--- src/rtl/mem_port_arbiter_pkg.sv ---
// Shared encodings for the two-requester memory port arbiter.
// Owner bits route read responses; READ_MASK marks a read request.
package mem_port_arbiter_pkg;

  localparam logic       OWNER_I   = 1'b0;
  localparam logic       OWNER_D   = 1'b1;
  localparam logic [3:0] READ_MASK = 4'b0000;

endpackage

--- src/rtl/mem_port_arbiter_owner_fifo.sv ---
// In-order owner FIFO: one entry per read in flight.
// Push and pop may coincide, including at full and empty.
module owner_fifo #(
  parameter int WIDTH = 1,
  parameter int DEPTH = 2
) (
  input  logic             clk,
  input  logic             reset,
  input  logic             push,
  input  logic [WIDTH-1:0] push_data,
  input  logic             pop,
  output logic [WIDTH-1:0] head,
  output logic             full,
  output logic             empty
);

  localparam int PW = (DEPTH > 1) ? $clog2(DEPTH) : 1;
  localparam int CW = $clog2(DEPTH + 1);

  logic [PW-1:0]    wr_q, wr_d;
  logic [PW-1:0]    rd_q, rd_d;
  logic [CW-1:0]    cnt_q, cnt_d;
  logic [WIDTH-1:0] mem_q [DEPTH];
  logic [WIDTH-1:0] mem_d [DEPTH];
  logic             do_push;
  logic             do_pop;

  function automatic logic [PW-1:0] inc(input logic [PW-1:0] p);
    return (p == PW'(DEPTH - 1)) ? '0 : p + PW'(1);
  endfunction

  assign empty   = (cnt_q == '0);
  assign full    = (cnt_q == CW'(DEPTH));
  assign do_pop  = pop & ~empty;
  assign do_push = push & (~full | do_pop);
  assign head    = mem_q[rd_q];

  always_comb begin
    mem_d = mem_q;
    wr_d  = wr_q;
    rd_d  = rd_q;
    cnt_d = cnt_q;
    if (do_push) begin
      mem_d[wr_q] = push_data;
      wr_d        = inc(wr_q);
    end
    if (do_pop) begin
      rd_d = inc(rd_q);
    end
    unique case ({do_push, do_pop})
      2'b10:   cnt_d = cnt_q + CW'(1);
      2'b01:   cnt_d = cnt_q - CW'(1);
      default: cnt_d = cnt_q;
    endcase
  end

  always_ff @(posedge clk) begin
    if (!reset) begin
      wr_q  <= '0;
      rd_q  <= '0;
      cnt_q <= '0;
    end else begin
      wr_q  <= wr_d;
      rd_q  <= rd_d;
      cnt_q <= cnt_d;
    end
  end

  always_ff @(posedge clk) begin
    mem_q <= mem_d;
  end

endmodule

--- src/rtl/mem_port_arbiter.sv ---
// Round-robin sharing of one memory port between fetch (I) and
// load/store (D), with in-order read response routing.
module mem_port_arbiter
  import mem_port_arbiter_pkg::*;
#(
  parameter int CPU_WIDTH       = 32,
  parameter int WORD_ADDR_BITS  = 30,
  parameter int MAX_OUTSTANDING = 2
) (
  input  logic                      clk,
  input  logic                      reset,
  input  logic                      i_req_valid,
  output logic                      i_req_ready,
  input  logic [WORD_ADDR_BITS-1:0] i_req_addr,
  input  logic [CPU_WIDTH-1:0]      i_req_data,
  input  logic [3:0]                i_req_write,
  output logic                      i_resp_valid,
  output logic [CPU_WIDTH-1:0]      i_resp_data,
  input  logic                      d_req_valid,
  output logic                      d_req_ready,
  input  logic [WORD_ADDR_BITS-1:0] d_req_addr,
  input  logic [CPU_WIDTH-1:0]      d_req_data,
  input  logic [3:0]                d_req_write,
  output logic                      d_resp_valid,
  output logic [CPU_WIDTH-1:0]      d_resp_data,
  output logic                      mem_req_valid,
  input  logic                      mem_req_ready,
  output logic [WORD_ADDR_BITS-1:0] mem_req_addr,
  output logic [CPU_WIDTH-1:0]      mem_req_data,
  output logic [3:0]                mem_req_write,
  input  logic                      mem_resp_valid,
  input  logic [CPU_WIDTH-1:0]      mem_resp_data,
  output logic                      err_orphan_resp
);

  logic last_grant_q, last_grant_d;
  logic err_q, err_d;
  logic cand_valid;
  logic cand;
  logic cand_rd;
  logic eligible;
  logic fire;
  logic push;
  logic pop;
  logic head;
  logic full;
  logic empty;

  assign pop = mem_resp_valid & ~empty;

  always_comb begin
    cand_valid = i_req_valid | d_req_valid;
    cand       = OWNER_I;
    if (i_req_valid & d_req_valid) begin
      cand = (last_grant_q == OWNER_D) ? OWNER_I : OWNER_D;
    end else if (d_req_valid) begin
      cand = OWNER_D;
    end
    cand_rd = (cand == OWNER_D) ? (d_req_write == READ_MASK)
                                : (i_req_write == READ_MASK);
  end

  // A read needs a free owner slot, or one freed by this cycle's response.
  assign eligible      = ~cand_rd | ~full | pop;
  assign mem_req_valid = cand_valid & eligible;
  assign fire          = mem_req_valid & mem_req_ready;
  assign push          = fire & cand_rd;

  assign i_req_ready = fire & (cand == OWNER_I);
  assign d_req_ready = fire & (cand == OWNER_D);

  always_comb begin
    mem_req_addr  = '0;
    mem_req_data  = '0;
    mem_req_write = '0;
    if (cand_valid) begin
      if (cand == OWNER_D) begin
        mem_req_addr  = d_req_addr;
        mem_req_data  = d_req_data;
        mem_req_write = d_req_write;
      end else begin
        mem_req_addr  = i_req_addr;
        mem_req_data  = i_req_data;
        mem_req_write = i_req_write;
      end
    end
  end

  always_comb begin
    last_grant_d = last_grant_q;
    err_d        = err_q | (mem_resp_valid & empty);
    if (fire) begin
      last_grant_d = cand;
    end
  end

  always_ff @(posedge clk) begin
    if (!reset) begin
      last_grant_q <= OWNER_D;
      err_q        <= 1'b0;
    end else begin
      last_grant_q <= last_grant_d;
      err_q        <= err_d;
    end
  end

  owner_fifo #(
    .WIDTH (1),
    .DEPTH (MAX_OUTSTANDING)
  ) u_owner_fifo (
    .clk       (clk),
    .reset     (reset),
    .push      (push),
    .push_data (cand),
    .pop       (pop),
    .head      (head),
    .full      (full),
    .empty     (empty)
  );

  assign i_resp_valid    = pop & (head == OWNER_I);
  assign d_resp_valid    = pop & (head == OWNER_D);
  assign i_resp_data     = mem_resp_data;
  assign d_resp_data     = mem_resp_data;
  assign err_orphan_resp = err_q;

endmodule

--- config.mk ---
export PLATFORM = sky130hd
export DESIGN_NAME = mem_port_arbiter
export DESIGN_NICKNAME = d
export VERILOG_FILES = /design/src/rtl/mem_port_arbiter_pkg.sv /design/src/rtl/mem_port_arbiter_owner_fifo.sv /design/src/rtl/mem_port_arbiter.sv
export SDC_FILE = /design/constraint.sdc
export NUM_CORES = 1
export LEC_CHECK = 0
export CAP_MARGIN = 25
export CORE_AREA = 2 2 120 122
export CTS_CLUSTER_DIAMETER = 40
export DETAILED_ROUTE_END_ITERATION = 8
export DIE_AREA = 0 0 122 124
export GPL_TIMING_DRIVEN = 0
export MAX_ROUTING_LAYER = met4
export PLACE_DENSITY = 0.59
export SYNTH_ARGS = -nofsm -noshare
export SYNTH_HDL_FRONTEND = slang
export SYNTH_HIERARCHICAL = 1
export SYNTH_SLANG_ARGS = --single-unit
--- constraint.sdc ---
create_clock -name clk -period 2.9 [get_ports clk]
set_clock_uncertainty 0.2 [all_clocks]
set_input_delay 0.58 -clock clk [delete_from_list [all_inputs] [get_ports clk]]
set_output_delay 0.58 -clock clk [all_outputs]
set_load 0.03 [all_outputs]
==> results.json <==
{
  "r2r_setup_slack_ns": 0.49,
  "drt-total-wl_mm": 11.0,
  "leakagePower_nw": 2.15,
  "cts_buffer_depth": 2,
  "rsz0062_at_grt": "yes",
  "ys.flop_type": "dfxtp_1",
  "p_sw_share_pct": 42.5,
  "synthDistinctLibCells": 31,
  "antenna_found_initial": 0,
  "crit_family": "buffers and inverters",
  "initial_core_util_pct": 14.1,
  "power_frac_comb_pct": 71.8,
  "outcome": "complete, no violations",
  "async_flop_share_pct": 0,
  "die_height_um": 124,
  "cts-root-buf": "clkbuf_16",
  "critPathCaptureType": "output port",
  "synth_seq_cells": 8,
  "hold_start": "err_orphan_resp",
  "die_area_um2": 15100,
  "fill_cells": 1511,
  "cap_viol_max_count": 0,
  "max_stage_delay_ns": 0.48,
  "min_path_cells": 2,
  "fin_nets": 795,
  "maxSlewViolCount": 0,
  "yosysSeqAreaShare_pct": 9.29,
  "num_rows": 43,
  "clock_latency_ns": 0.23,
  "fin_crit_ns": 2.85,
  "fin_area_um2": 4780,
  "relSlewSlack_pct": 55.4,
  "grtUsageTotal_pct": 12.7,
  "reg2reg_to": "u_owner_fifo/cnt_q[0]",
  "cp_cell_sequence": "clkdlybuf4s50_1, nand2b_1, and2_1, a21oi_1, dlygate4sd2_1",
  "pwr_density_cell_nw_per_um2": 265,
  "first_pass_iters": 4,
  "worst_slack_ns": 0.0475,
  "cp_num_buf_inv": 2,
  "vdd_drop_max_mv": 0.156,
  "final_util_pct": 34.8,
  "syn-num-nets": 513,
  "dpl.hpwl_mm": 9.45,
  "finalHoldViolations": 0,
  "vias": 3222,
  "internal_power_uw": 727,
  "cts.sinks": 8,
  "cp_max_fo": 5,
  "place_ws_ns": -0.888,
  "antennaDiodeCount": 0,
  "htreeDepth": 1,
  "drt_iter0_drc": 84,
  "setup_viol": 0,
  "syn2layout_area_growth_pct": 146,
  "via_per_inst": 4.01,
  "core_area_um2": 13700,
  "holdPathEnd": "err_orphan_resp",
  "fmax_mhz": 351,
  "clkTransAtPathRegs_ns": 0.04,
  "worstRegToRegCells": 7,
  "die_x_um": 122,
  "cpMaxStageDelayCell": "clkdlybuf4s50_1",
  "cts_tree": "done",
  "r2r_start": "u_owner_fifo/cnt_q[1]",
  "min_period_over_period_pct": 98.4,
  "placed_area_um2": 4890,
  "ios": 306,
  "place.gp.congestion": 0.786,
  "numCtsBuffers": 3,
  "p_sw_uw": 538,
  "grt_overflow": 0,
  "syn-instance-count": 343,
  "cp-start-kind": "primary input",
  "ant_nets": 0,
  "crit_type": "primary input to output port",
  "synth_area_um2": 1940,
  "critPathArrivalTime_ns": 2.07,
  "routedWlPerCell_um": 13.7,
  "grt_max_degree": 12,
  "avgSynthCellArea_um2": 5.65,
  "p_clk_share_pct": 18.7,
  "worst_pin_slew_ns": 0.664,
  "drc": 0,
  "grt_pass1_wl_mm": 15.0,
  "p_seq_share_pct": 9.6,
  "port_buffers": 272,
  "timing.hold.worst.class": "flop to flop",
  "fin_hold_ws_ns": 0.268,
  "cp.required_ns": 2.12,
  "grt_pass1_vias": 3178,
  "layout-drive-gt1-share_pct": 26.3,
  "yosysWarnings": 6,
  "synth_edf_count": 2
}
kinds of logic after synthesis:
kind of cell / share of synthesized area (%)
AND/OR/NAND/NOR: 32.3
multiplexers: 1.61
AO/OA/AOI/OAI: 23.5
XOR/XNOR: 0.452
flip-flops: 9.29
buffers and inverters: 32.8
metal layers:
| layer | up-vias | part of all wire, % | global-route usage, % |
|---|---|---|---|
| met3 | 2 | 9.2 | 1.51 |
| met4 | 0 | 0.25 | 1.22 |
| met5 | - | 0 | - |
| met1 | 1434 | 36 | 13.1 |
| li1 | 1606 | - | - |
| met2 | 180 | 55 | 26.4 |
state kept, by name (all words and copies together) (netlist names):
register	cells
err_orphan_resp	1
last_grant_q	1
u_owner_fifo/cnt_q	2
u_owner_fifo/mem_q	2
u_owner_fifo/rd_q	1
u_owner_fifo/wr_q	1
area by class of cell:
| type | count | area (um^2) | area share, % |
|---|---|---|---|
| Clock buffer | 4 | 78.8 | 1.65 |
| Multi-Input combinational cell | 244 | 1160 | 24.2 |
| Sequential cell | 8 | 180 | 3.77 |
| Inverter | 5 | 18.8 | 0.393 |
| Timing Repair Buffer | 278 | 2490 | 52.1 |
| Buffer | 85 | 628 | 13.1 |
| Tap cell | 180 | 225 | 4.71 |
power by group through the flow:
stage | logic, mW | clock network, mW | registers, mW
after floorplan | 0.475 | 0 | 0.124
after global placement | 0.966 | 0 | 0.123
after detailed placement | 0.971 | 0 | 0.123
after CTS | 0.919 | 0.240 | 0.121
after global routing | 0.963 | 0.249 | 0.122
final | 0.908 | 0.236 | 0.121
per-stage QoR:
step / cells / setup TNS, ns / power (mW)
2_1_floorplan: 343 / 0 / 0.600
3_3_place_gp: 795 / -55.05 / 1.09
3_5_place_dp: 795 / -58.73 / 1.09
4_1_cts: 804 / 0 / 1.28
5_1_grt: 804 / -0.0131 / 1.33
6_report: 804 / 0 / 1.27
Yosys cell counts (2+ instances only):
master | count | area, um^2
nor2_1 | 8 | 30.0
nand2b_1 | 2 | 12.5
edfxtp_1 | 2 | 60.1
buf_6 | 6 | 67.6
clkbuf_1 | 10 | 37.5
o21ai_1 | 2 | 10.0
and2b_1 | 2 | 15.0
inv_1 | 5 | 18.8
mux2i_1 | 2 | 20.0
dfxtp_1 | 6 | 120
buf_4 | 66 | 495
nand2_1 | 136 | 510
o21ai_0 | 68 | 340
buf_1 | 2 | 7.51
buf_2 | 2 | 10.0
and2_1 | 3 | 18.8
a21oi_1 | 6 | 30.0
nor4_1 | 2 | 12.5
placed cells by master (no fill, tap or decap), drive strengths merged, types with 3 or more instances in the layout:
cell type	instances
a21oi	6
and2	3
buf	142
clkbuf	15
clkdlybuf4s15	6
clkdlybuf4s50	200
dfxtp	6
dlygate4sd2	3
inv	5
nand2	136
nand2b	3
nor2	8
o21ai	71
worst register-to-register path, delay by kind of cell, from the launching register on:
family / cells / cell delay (ns)
DFF: 1 / 0.47
AOI/OAI and AO/OA: 2 / 0.28
and+or+nand+nor: 5 / 1.33
worst max path at each step:
stage | start | to | slack [ns] | depth (start not counted)
after global placement | d_req_valid | mem_req_data[2] | -0.85 | 7
after floorplan | i_req_valid | mem_req_data[10] | 0.20 | 5
after global routing | i_req_write[1] | i_req_ready | -0.01 | 7
after detailed placement | d_req_valid | mem_req_addr[7] | -0.89 | 7
final | mem_resp_valid | d_req_ready | 0.05 | 5
after CTS | i_req_write[3] | i_req_ready | 0.004 | 7
timing repair:
action | CTS | global route
gates cloned | 0 | 0
hold buffers | 0 | 0
setup buffers | 6 | 0
setup endpoints to repair | 75 | 8
gates resized for setup | 414 | 3
pin swaps | 1 | 1
No activity file was read; power rests on OpenSTA's default activity.
